--- src/rtl/mem_arb_pkg.sv ---
// Shared types and constants for the two-port memory arbiter.
package mem_arb_pkg;

  typedef enum logic [2:0] {
    IDLE,
    ADDR,
    ACCESS,
    CAPTURE,
    ACK
  } state_t;

  localparam logic PORT_CPU = 1'b0;
  localparam logic PORT_LDR = 1'b1;

  function automatic logic [1:0] port_onehot(input logic idx);
    return idx ? 2'b10 : 2'b01;
  endfunction

endpackage

--- src/rtl/rr_arbiter2.sv ---
// Two-input grant logic. Round-robin by default; MEM_ARB_FIXED_PRIO_EN makes port 0 always win.
module rr_arbiter2
  import mem_arb_pkg::*;
(
  input  logic       clk,
  input  logic       rst,
  input  logic [1:0] req,
  input  logic       update,
  input  logic       done_port,
  output logic [1:0] grant,
  output logic       grant_idx
);

`ifdef MEM_ARB_FIXED_PRIO_EN
  logic unused_rr;
  assign unused_rr = ^{clk, rst, update, done_port};

  always_comb begin
    grant_idx = PORT_CPU;
    if (!req[PORT_CPU] && req[PORT_LDR]) grant_idx = PORT_LDR;
  end
`else
  // ptr names the port that wins the next simultaneous request
  logic ptr;

  always_ff @(posedge clk or negedge rst) begin
    if (!rst) begin
      ptr <= PORT_CPU;
    end else if (update) begin
      ptr <= ~done_port;
    end
  end

  always_comb begin
    grant_idx = PORT_CPU;
    case (req)
      2'b01:   grant_idx = PORT_CPU;
      2'b10:   grant_idx = PORT_LDR;
      2'b11:   grant_idx = ptr;
      default: grant_idx = PORT_CPU;
    endcase
  end
`endif

  always_comb begin
    grant = 2'b00;
    if (req != 2'b00) grant = port_onehot(grant_idx);
  end

endmodule

--- src/rtl/mem_arbiter.sv ---
// Two-requester controller for the 16-bit memory block; sequences addr-latch, access and registered read.
// Optional build macro: MEM_ARB_FIXED_PRIO_EN (port 0 wins simultaneous requests).
module mem_arbiter
  import mem_arb_pkg::*;
#(
  parameter int ADDR_W   = 16,
  parameter int DATA_W   = 16,
  parameter int MEM_SIZE = 256
) (
  input  logic              clk,
  input  logic              rst,
  input  logic              req0,
  input  logic              we0,
  input  logic [ADDR_W-1:0] addr0,
  input  logic [DATA_W-1:0] wdata0,
  output logic              ack0,
  output logic              err0,
  output logic [DATA_W-1:0] rdata0,
  input  logic              req1,
  input  logic              we1,
  input  logic [ADDR_W-1:0] addr1,
  input  logic [DATA_W-1:0] wdata1,
  output logic              ack1,
  output logic              err1,
  output logic [DATA_W-1:0] rdata1,
  output logic              busy,
  output logic [1:0]        grant,
  output logic              mem_addr_en,
  output logic [ADDR_W-1:0] mem_addr,
  output logic              mem_in_en,
  output logic [DATA_W-1:0] mem_in,
  output logic              mem_out_en,
  input  logic [DATA_W-1:0] mem_out
);

  localparam logic [ADDR_W:0] LIMIT = (ADDR_W + 1)'(MEM_SIZE);

  state_t            state, state_nxt;
  logic              we_q;
  logic [ADDR_W-1:0] addr_q;
  logic [DATA_W-1:0] wdata_q;
  logic [1:0]        grant_q;
  logic              err_q;

  logic [1:0]        arb_grant;
  logic              arb_idx;
  logic              start;
  logic              sel_we;
  logic [ADDR_W-1:0] sel_addr;
  logic [DATA_W-1:0] sel_wdata;
  logic              in_range;

  rr_arbiter2 u_arb (
    .clk       (clk),
    .rst       (rst),
    .req       ({req1, req0}),
    .update    (state == ACK),
    .done_port (grant_q[1]),
    .grant     (arb_grant),
    .grant_idx (arb_idx)
  );

  assign start     = (state == IDLE) && (req0 || req1);
  assign sel_we    = arb_idx ? we1    : we0;
  assign sel_addr  = arb_idx ? addr1  : addr0;
  assign sel_wdata = arb_idx ? wdata1 : wdata0;
  assign in_range  = {1'b0, sel_addr} < LIMIT;

  always_ff @(posedge clk or negedge rst) begin
    if (!rst) begin
      state <= IDLE;
    end else begin
      state <= state_nxt;
    end
  end

  // Request fields are captured only in IDLE so later requester changes are ignored
  always_ff @(posedge clk or negedge rst) begin
    if (!rst) begin
      we_q    <= 1'b0;
      addr_q  <= '0;
      wdata_q <= '0;
      grant_q <= 2'b00;
      err_q   <= 1'b0;
      rdata0  <= '0;
      rdata1  <= '0;
    end else begin
      if (start) begin
        we_q    <= sel_we;
        addr_q  <= sel_addr;
        wdata_q <= sel_wdata;
        grant_q <= arb_grant;
        err_q   <= !in_range;
      end else if (state == ACK) begin
        grant_q <= 2'b00;
        err_q   <= 1'b0;
      end
      if (state == CAPTURE) begin
        if (grant_q[0]) rdata0 <= mem_out;
        if (grant_q[1]) rdata1 <= mem_out;
      end
    end
  end

  // Every output below decodes registered state only
  always_comb begin
    state_nxt   = state;
    busy        = (state != IDLE);
    grant       = grant_q;
    mem_addr_en = 1'b0;
    mem_addr    = '0;
    mem_in_en   = 1'b0;
    mem_in      = '0;
    mem_out_en  = 1'b0;
    ack0        = 1'b0;
    ack1        = 1'b0;
    err0        = 1'b0;
    err1        = 1'b0;
    case (state)
      IDLE: begin
        if (start) state_nxt = in_range ? ADDR : ACK;
      end
      ADDR: begin
        mem_addr_en = 1'b1;
        mem_addr    = addr_q;
        state_nxt   = ACCESS;
      end
      ACCESS: begin
        if (we_q) begin
          mem_in_en = 1'b1;
          mem_in    = wdata_q;
          state_nxt = ACK;
        end else begin
          mem_out_en = 1'b1;
          state_nxt  = CAPTURE;
        end
      end
      CAPTURE: begin
        state_nxt = ACK;
      end
      ACK: begin
        ack0      = grant_q[0];
        ack1      = grant_q[1];
        err0      = grant_q[0] && err_q;
        err1      = grant_q[1] && err_q;
        state_nxt = IDLE;
      end
      default: begin
        state_nxt = IDLE;
      end
    endcase
  end

endmodule
--- config.mk ---
export PLATFORM = sky130hd
export DESIGN_NAME = mem_arbiter
export DESIGN_NICKNAME = d
export VERILOG_FILES = /design/src/rtl/mem_arb_pkg.sv /design/src/rtl/rr_arbiter2.sv /design/src/rtl/mem_arbiter.sv
export SDC_FILE = /design/constraint.sdc
export NUM_CORES = 1
export LEC_CHECK = 0
export ABC_AREA = 1
export BUFFER_PORTS_ARGS = -buffer_cell sky130_fd_sc_hd__buf_2
export CORE_UTILIZATION = 42
export DETAILED_ROUTE_END_ITERATION = 16
export PLACE_DENSITY = 0.79
export SYNTH_ARGS = -nofsm -noshare
export SYNTH_HDL_FRONTEND = slang
export SYNTH_SLANG_ARGS = --single-unit
--- constraint.sdc ---
create_clock -name clk -period 1.4 [get_ports clk]
set_input_delay 0.14 -clock clk [delete_from_list [all_inputs] [get_ports clk]]
set_output_delay 0.14 -clock clk [all_outputs]
set_load 0.1 [all_outputs]
* Word-level counts from Yosys, hierarchy flattened
Index checks and enable logic that the tools add are counted.
** Word-level totals
- Register bits after elaboration :: 72
- Output and inout port bits :: 74
** Cells by class
- Magnitude comparators :: 1
- Eq/ne operators :: 7
- Multiplexer cells :: 26
- Bitwise logic cells :: 1
- Reductions and logical operators :: 11
** Operator list (count)
- $mux 16 :: 5
- $lt 16x9->1 const B :: 1
- $mux 1 :: 12
- $pmux 3 s4 :: 1
- $mux 3 :: 3
- $mux 2 :: 4
- $eq 3x2->1 const B :: 2
- $eq 2x2->1 const B :: 2
- $reduce_and 2->1 :: 2
- $reduce_bool 2->1 :: 2
- $eq 3x1->1 const B :: 1
- $eq 3x3->1 const B :: 1
- $logic_and 1x1->1 :: 3
- $logic_not 3->1 :: 1
- $reduce_bool 3->1 :: 1
- $ne 2x2->1 const B :: 1
- $pmux 1 s2 :: 1
- $logic_not 1->1 :: 1
- $logic_or 1x1->1 :: 1
- $not 1->1 :: 1

* Depth between registers and ports, before layout
Gate-level depths: netlist of the first run.
- Depth in word-level cells :: 7
- Depth in mapped cells :: 11
- Mapped depth without buffers :: 10

* By module
Synthesis of the first run repeated with hierarchy kept, for this count alone.
** Unflattened totals
- Cells, all modules :: 456
- Area total of the unflattened synthesis :: 3678.5 sq um
** Modules (own cells, without submodules)
- mem_arbiter :: times used 1, cells each 444, area an instance 3609.7 sq um
- rr_arbiter2 :: times used 1, cells each 12, area an instance 68.8 sq um

* Worst setup path before layout of the first run
Ideal clock, no wire load.
- Path kind :: flip-flop to output port
- Start :: reg state[2]
- End :: out mem_addr[10]
- Data arrival time :: 4393 ps
- Required time :: 1260 ps
- Path slack :: -3133 ps
- Stages on the path, launching flop included :: 5
- Path buffers :: 1
- Cells stage by stage :: dfrtp_1 > nor3_1 > inv_2 > clkbuf_1 > nor2_1
** Between the ends
- Word-level cells in the longest chain between the ends :: 2
** RTL lines
- from (decl) :: line mem_arbiter.sv:38 : state_t state, state_nxt;
- from (signal assigned) :: line mem_arbiter.sv:73 : state <= state_nxt;
- $eq 3x1->1 :: line mem_arbiter.sv:119 : case (state)
- $mux 16 :: line mem_arbiter.sv:119
- to (decl) :: line mem_arbiter.sv:29 : output logic [ADDR_W-1:0] mem_addr,
No other way between the ends.

* Worst setup path after layout of the first run
- Start :: reg state[0]
- End :: out mem_addr[10]
Same word-level chain as after synthesis.

==> impl_metrics.toml, run 1 <==
[detailed_routing]
wirelength_um = 16200
post-route-drc-count = 0
drtAntennaViolNets = 0
drt_first_pass_iters = 5
routed-via-count = 4369
drt-initial-drc-count = 339
route.detailed.wl_per_inst_um = 21.8
via_to_cell_ratio = 5.87

[floorplan]
die_width_um = 92.9
die_area_um2 = 8620
initial_utilization_pct = 44.2
dieHeight_um = 92.9
design.core.area_um2 = 7850
design.portCount = 160
fp-row-count = 32

[synth]
ys.warnings.count = 0
synth.area.top_cells = "sky130_fd_sc_hd__dfrtp_1 (52%), sky130_fd_sc_hd__nand2_1 (11%), sky130_fd_sc_hd__nand3_1 (6.5%)"
synth.area.mux_share_pct = 0
avgSynthCellArea_um2 = 7.95
async_reset_ff_share_pct = 100
yosys_register_bits = 72
synth_top_cell_area_share_pct = 52.0
synth_top_area_cell = "sky130_fd_sc_hd__dfrtp_1"
share_of_synthesized_cell_area_in_and_or_nand_and_nor_gates_pct = 28.8
synth-compound-area-share_pct = 8.66
netlist-cell-type-count = 23
synth_fa_ha_area_share_pct = 0
mapped_area_um2 = 3470
nets_in_the_synthesized_netlist = 522
synth.top_cells.by_count = "sky130_fd_sc_hd__nand2_1 (102), sky130_fd_sc_hd__dfrtp_1 (72), sky130_fd_sc_hd__inv_1 (55)"
synth_top_flop_cell = "sky130_fd_sc_hd__dfrtp_1"
synth_top_family_by_area = "simple AND/OR/NAND/NOR gates"
yosys.cell_count.top_type = "sky130_fd_sc_hd__nand2_1"
number_of_enable_type_register_cells_in_the_synthesized_netlist = 0
syn-instance-count = 436
synth_xor_xnor_area_share_pct = 0
ys_seq_area_share_pct = 52.0

[sta]
finalWorstSetupSlack_ps = -493
fin_crit_ps = 1890
slew-limit-headroom_pct = 66.0
finalHoldViolations = 0
timing.final.max_slew_violations = 0
timing.hold.ws_ps = 47.8
fin_setup_tns_ps = -33620
setup_violations = 111
clock-skew-final_ps = 11.5
worstMarginPinSlew_ps = 514
rsz_0062_raised_after_global_routing = "yes"
layout_worst_path_cycle_share_pct = 135
max_freq_ghz = 0.528

[global_route]
first_global_vias = 3807
grt_pass1_wl_um = 18400
antenna_found_initial = 0
grt_start_max_net_pins = 35
globalRouteOverflowTotal = 0
global_route_usage_sum_pct = 27.6

[cts]
tritoncts_clock_tree = "built"
clk_root_buffer_cell = "sky130_fd_sc_hd__clkbuf_8"
clkSlewWorstSetupHoldPaths_ps = 80
insertion_delay_ps = 330
cts_max_path_buffers = 2
h_tree_level_count = 3
numClockSinks = 72
cts_buffers = 9

[critical_path]
cp-start-kind = "flop"
cp_top_family = "buffers and inverters"
r2r_slack_ps = -360
cp.buffers_inverters = 3
worst_r2r_startpoint = "state[1]"
timing.setup.critical_path_class = "flop to output port"
worst_setup_path_end_kind = "output port"
cp.required_ps = 1260
critical_path.reg2reg.endpoint = "addr_q[12]"
path_cells = "inv_2, nor3_4, bufinv_16, nor2_4, buf_12"
crit_path_top_delay_cell = "sky130_fd_sc_hd__dfrtp_1"
critical_path_arrival_ps = 1750
cpPeakStageDelay_ps = 410
path_max_fanout = 5
reg2reg_depth = 10

[hold_path]
hold_depth = 3
min_path_type = "input pin to flop"
hp-start = "wdata0[13]"
hold-path-endpoint = "wdata_q[13]"

[cells_and_area]
finish.net_count = 724
antenna-diode-count = 0
layout-drive-gt1-share_pct = 64.3
syn_to_final_growth_pct = 100
nFillCells = 323
fraction_of_the_core_area_covered_by_cells_at_the_end_of_the_flow_pct = 88.4

[placement]
dp.final_hpwl_um = 7430
gpl_wtd_cong = 0.888
port_buf_inserts = 159

[outcome]
failed_checks = "negative setup slack"
run_status = "finished, violations left"

[pwr]
power_leakage_nw = 3.17
power-per-cell-area_nw_per_um2 = 1470
vdd_ir_drop_max_uv = 910

[flow_run]
maxCapViolCount = 0
worst max-delay path by stage:
stage | startpoint | endpoint | slack [ps] | cells past startpoint
after global placement | state[1] | mem_in[11] | -30 | 6
after floorplan | state[1] | mem_addr[15] | -1010 | 3
after CTS | state[2] | mem_addr[2] | -390 | 5
final | state[0] | mem_addr[10] | -490 | 5
after detailed placement | state[1] | mem_in[10] | -100 | 6
after global routing | state[0] | mem_addr[9] | -540 | 6
placed cells by master, fill, tap and decap left out, types with 12 or more instances in the layout:
master / instances
sky130_fd_sc_hd__nand2_1: 45
sky130_fd_sc_hd__buf_4: 18
sky130_fd_sc_hd__nor2_4: 37
sky130_fd_sc_hd__nand3_2: 21
sky130_fd_sc_hd__clkbuf_8: 12
sky130_fd_sc_hd__o21ai_1: 14
sky130_fd_sc_hd__nand2_2: 30
sky130_fd_sc_hd__buf_12: 49
sky130_fd_sc_hd__nand2_4: 28
sky130_fd_sc_hd__o21ai_2: 27
sky130_fd_sc_hd__buf_2: 117
sky130_fd_sc_hd__inv_1: 52
sky130_fd_sc_hd__dfrtp_1: 70
sky130_fd_sc_hd__nand3_1: 19
sky130_fd_sc_hd__buf_6: 16
sky130_fd_sc_hd__nand4_1: 17
where the power goes:
group	switching [W]	leakage [nW]	internal, W
combinational	0.00336	2.31	0.00197
clock	0.000775	0.102	0.000963
sequential	0.000452	0.765	0.00265
routing by layer:
layer	vias up	part of all wire [%]	GRT usage [%]
li1	1820	-	-
met1	2162	38	34.0
met2	296	50	45.8
met3	91	6.5	4.60
met4	0	5.8	15.8
met5	-	0	0
cell families (layout without fill, tap and decap cells):
family | after synthesis | in the layout
DFF | 72 | 72
buffers and inverters | 89 | 293
AOI/OAI and AO/OA | 54 | 54
and+or+nand+nor | 221 | 223
what timing repair did:
item | CTS | global route
setup endpoints to repair | 83 | 110
buffers inserted | 9 | 13
pin swaps | 8 | 18
cloned | 6 | 13
hold buffers | 1 | 0
hold endpoints to repair | 30 | 0
gates resized for setup | 59 | 158
registers in the layout, summed over array words and instances (netlist names):
signal / cells
addr_q: 16
we_q: 1
rdata1: 16
wdata_q: 16
grant: 2
u_arb.ptr: 1
state: 3
err_q: 1
rdata0: 16
layout make-up:
class	count	area (um2)	area share [%]
Clock inverter	2	37.5	0.541
Timing Repair Buffer	211	2150	31.0
Inverter	62	283	4.08
Tap cell	102	128	1.84
Sequential cell	72	1810	26.1
Timing Repair inverter	5	48.8	0.704
Clock buffer	13	169	2.44
Multi-Input combinational cell	277	2310	33.3
per-stage QoR:
step	total power, W	cell area, um2	cells	worst slack [ps]
after floorplan	0.00534	3770	436	-1010
after global placement	0.00622	5370	690	-28.7
after detailed placement	0.00636	5370	690	-104
after CTS	0.00832	6000	721	-385
after global routing	0.0106	6930	744	-543
final	0.0102	6930	744	-493
worst register-to-register path, delay by kind of cell, from the launching register on:
kind	cells	cell delay (ps)
AOI/OAI and AO/OA	1	110
and+or+nand+nor	3	380
buffers and inverters	6	710
DFF	1	440
No activity file was read; power rests on OpenSTA's default activity.
==> inputs of run 2 (changes only) <==
--- a/config.mk
+++ b/config.mk
@@ -13,3 +13,4 @@
 export SYNTH_ARGS = -nofsm -noshare
 export SYNTH_HDL_FRONTEND = slang
 export SYNTH_SLANG_ARGS = --single-unit
+export TNS_END_PERCENT = 1
==> run 2 against run 1 <==
Compared with the run above:
- fmax up 3.8%
- design area decreased by 18%
- critical path type unchanged
- largest cell class is now registers
- clock power fell by 15%
- non-clock buffer count is 21 lower
- first-iteration DRC count fell by 47%
- wire length down 38%
- the flow still finishes with violations (negative setup slack)
- critical path depth unchanged
- sequential power is 5% lower
- total power decreased by 22%
- worst setup slack gained 69 ps
==> impl_metrics.toml, run 2 (synthesis results as in run 1) <==
[critical_path]
reg2reg_depth = 6
crit_path_top_delay_cell = "sky130_fd_sc_hd__dfrtp_1"
critical_path.reg2reg.endpoint = "wdata_q[7]"
cp-start-kind = "flop"
cp.buffers_inverters = 3
path_max_fanout = 5
timing.setup.critical_path_class = "flop to output port"
worst_r2r_startpoint = "state[0]"
cpPeakStageDelay_ps = 400
cp_num_cells = 5
critical_path_arrival_ps = 1680
worst_setup_path_end_kind = "output port"
r2r_slack_ps = -30
cp_top_family = "buffers and inverters"
cp.required_ps = 1260
path_cells = "buf_4, nor3_4, bufinv_16, nor2_4, buf_12"

[cts]
clk_root_buffer_cell = "sky130_fd_sc_hd__clkbuf_8"
clkSlewWorstSetupHoldPaths_ps = 80
tritoncts_clock_tree = "built"
cts_max_path_buffers = 2
numClockSinks = 72
insertion_delay_ps = 330
h_tree_level_count = 3
cts_buffers = 9

[sta]
worstMarginPinSlew_ps = 510
setup_violations = 43
timing.final.max_slew_violations = 0
clock-skew-final_ps = 11.1
fin_crit_ps = 1820
finalHoldViolations = 0
max_freq_ghz = 0.548
rsz_0062_raised_after_global_routing = "yes"
finalWorstSetupSlack_ps = -425
slew-limit-headroom_pct = 66.3
layout_worst_path_cycle_share_pct = 130

[hold_path]
min_path_type = "input pin to flop"
hp-start = "wdata0[4]"
hold-path-endpoint = "wdata_q[4]"
hold_depth = 3

[detailed_routing]
drt_first_pass_iters = 5
drtAntennaViolNets = 0
routed-via-count = 3638
post-route-drc-count = 0
route.detailed.wl_per_inst_um = 14.1
wirelength_um = 10100
drt-initial-drc-count = 179
via_to_cell_ratio = 5.06

[floorplan]
die_width_um = 92.9
design.portCount = 160
die_area_um2 = 8620
design.core.area_um2 = 7850
fp-row-count = 32
initial_utilization_pct = 44.2
dieHeight_um = 92.9

[cells_and_area]
mostFrequentLayoutCell = "sky130_fd_sc_hd__buf_2"
finish.net_count = 698
layout-drive-gt1-share_pct = 42.9
layout_common_cells = "sky130_fd_sc_hd__buf_2 (118), sky130_fd_sc_hd__nand2_1 (102), sky130_fd_sc_hd__dfrtp_1 (72), sky130_fd_sc_hd__inv_1 (53), sky130_fd_sc_hd__buf_12 (45)"
syn_to_final_growth_pct = 64.7
antenna-diode-count = 0
fraction_of_the_core_area_covered_by_cells_at_the_end_of_the_flow_pct = 72.8
final_cell_area_um2 = 5710

[global_route]
grt_pass1_wl_um = 16400
global_route_usage_sum_pct = 24.2
globalRouteOverflowTotal = 0
antenna_found_initial = 0
grt_start_max_net_pins = 35
first_global_vias = 3591

[placement]
dpl-instance-area_um2 = 5260
dp.final_hpwl_um = 7250
gpl_wtd_cong = 0.870
port_buf_inserts = 159

[pwr]
power_leakage_nw = 2.79
power-per-cell-area_nw_per_um2 = 1390
vdd_ir_drop_max_uv = 979
fin_total_pwr_w = 0.00792

[outcome]
failed_checks = "negative setup slack"
run_status = "finished, violations left"

[flow_run]
maxCapViolCount = 0
-- run 2: tightest hold or removal path, cell delays in order --
cell	delay, ps
sky130_fd_sc_hd__buf_2	80
sky130_fd_sc_hd__nand3_1	60
sky130_fd_sc_hd__nand3_1	70
-- run 2: per-stage QoR --
step           hold slack [ps]  instances  setup TNS, ps  setup slack (ps)
6_report                  49.0        719         -13960              -425
2_1_floorplan             -156        436         -53880             -1010
3_3_place_gp              43.4        697           -521             -49.8
4_1_cts                   35.6        719         -15080              -436
5_1_grt                   54.3        719         -18920              -493
3_5_place_dp              53.0        697          -2600              -112
-- run 2: layer usage --
metal | GRT usage (%) | share of wire [%] | up-vias
met3 | 4.68 | 7.4 | 24
met4 | 10.6 | 2.5 | 0
met5 | 0 | 0 | -
met1 | 30.5 | 41 | 1679
li1 | - | - | 1756
met2 | 40.5 | 49 | 179
-- run 2: what timing repair did --
| item | 4_1_cts | 5_1_grt |
|---|---|---|
| cloned | 2 | 0 |
| endpoints found under the setup margin | 81 | 88 |
| hold buffers | 1 | 0 |
| endpoints found under the hold margin | 39 | 0 |
| pin swaps | 2 | 3 |
| setup buffers | 3 | 0 |
| gates resized for setup | 16 | 30 |
-- run 2: report_power, final --
part	switching, W	internal (W)
combinational	0.00235	0.00115
sequential	0.000306	0.00263
clock	0.000785	0.000694
-- run 2: worst max path at each step --
| stage | start | end | slack, ps |
|---|---|---|---|
| 2_1_floorplan | state[1] | mem_addr[15] | -1010 |
| 3_3_place_gp | state[0] | mem_in[3] | -50 |
| 3_5_place_dp | state[0] | mem_in[3] | -110 |
| 4_1_cts | state[2] | mem_addr[8] | -440 |
| 5_1_grt | state[1] | mem_addr[2] | -490 |
| 6_report | state[1] | mem_addr[8] | -420 |
-- run 2: layout make-up --
cell class	count	area, um2
repair inverters	2	20.0
well taps	102	128
clock inverters	6	45.0
flip-flops and latches	72	1800
clock buffers	10	138
repair buffers	190	1710
fillers	570	2140
inverters	62	262
multi-input cells	275	1610
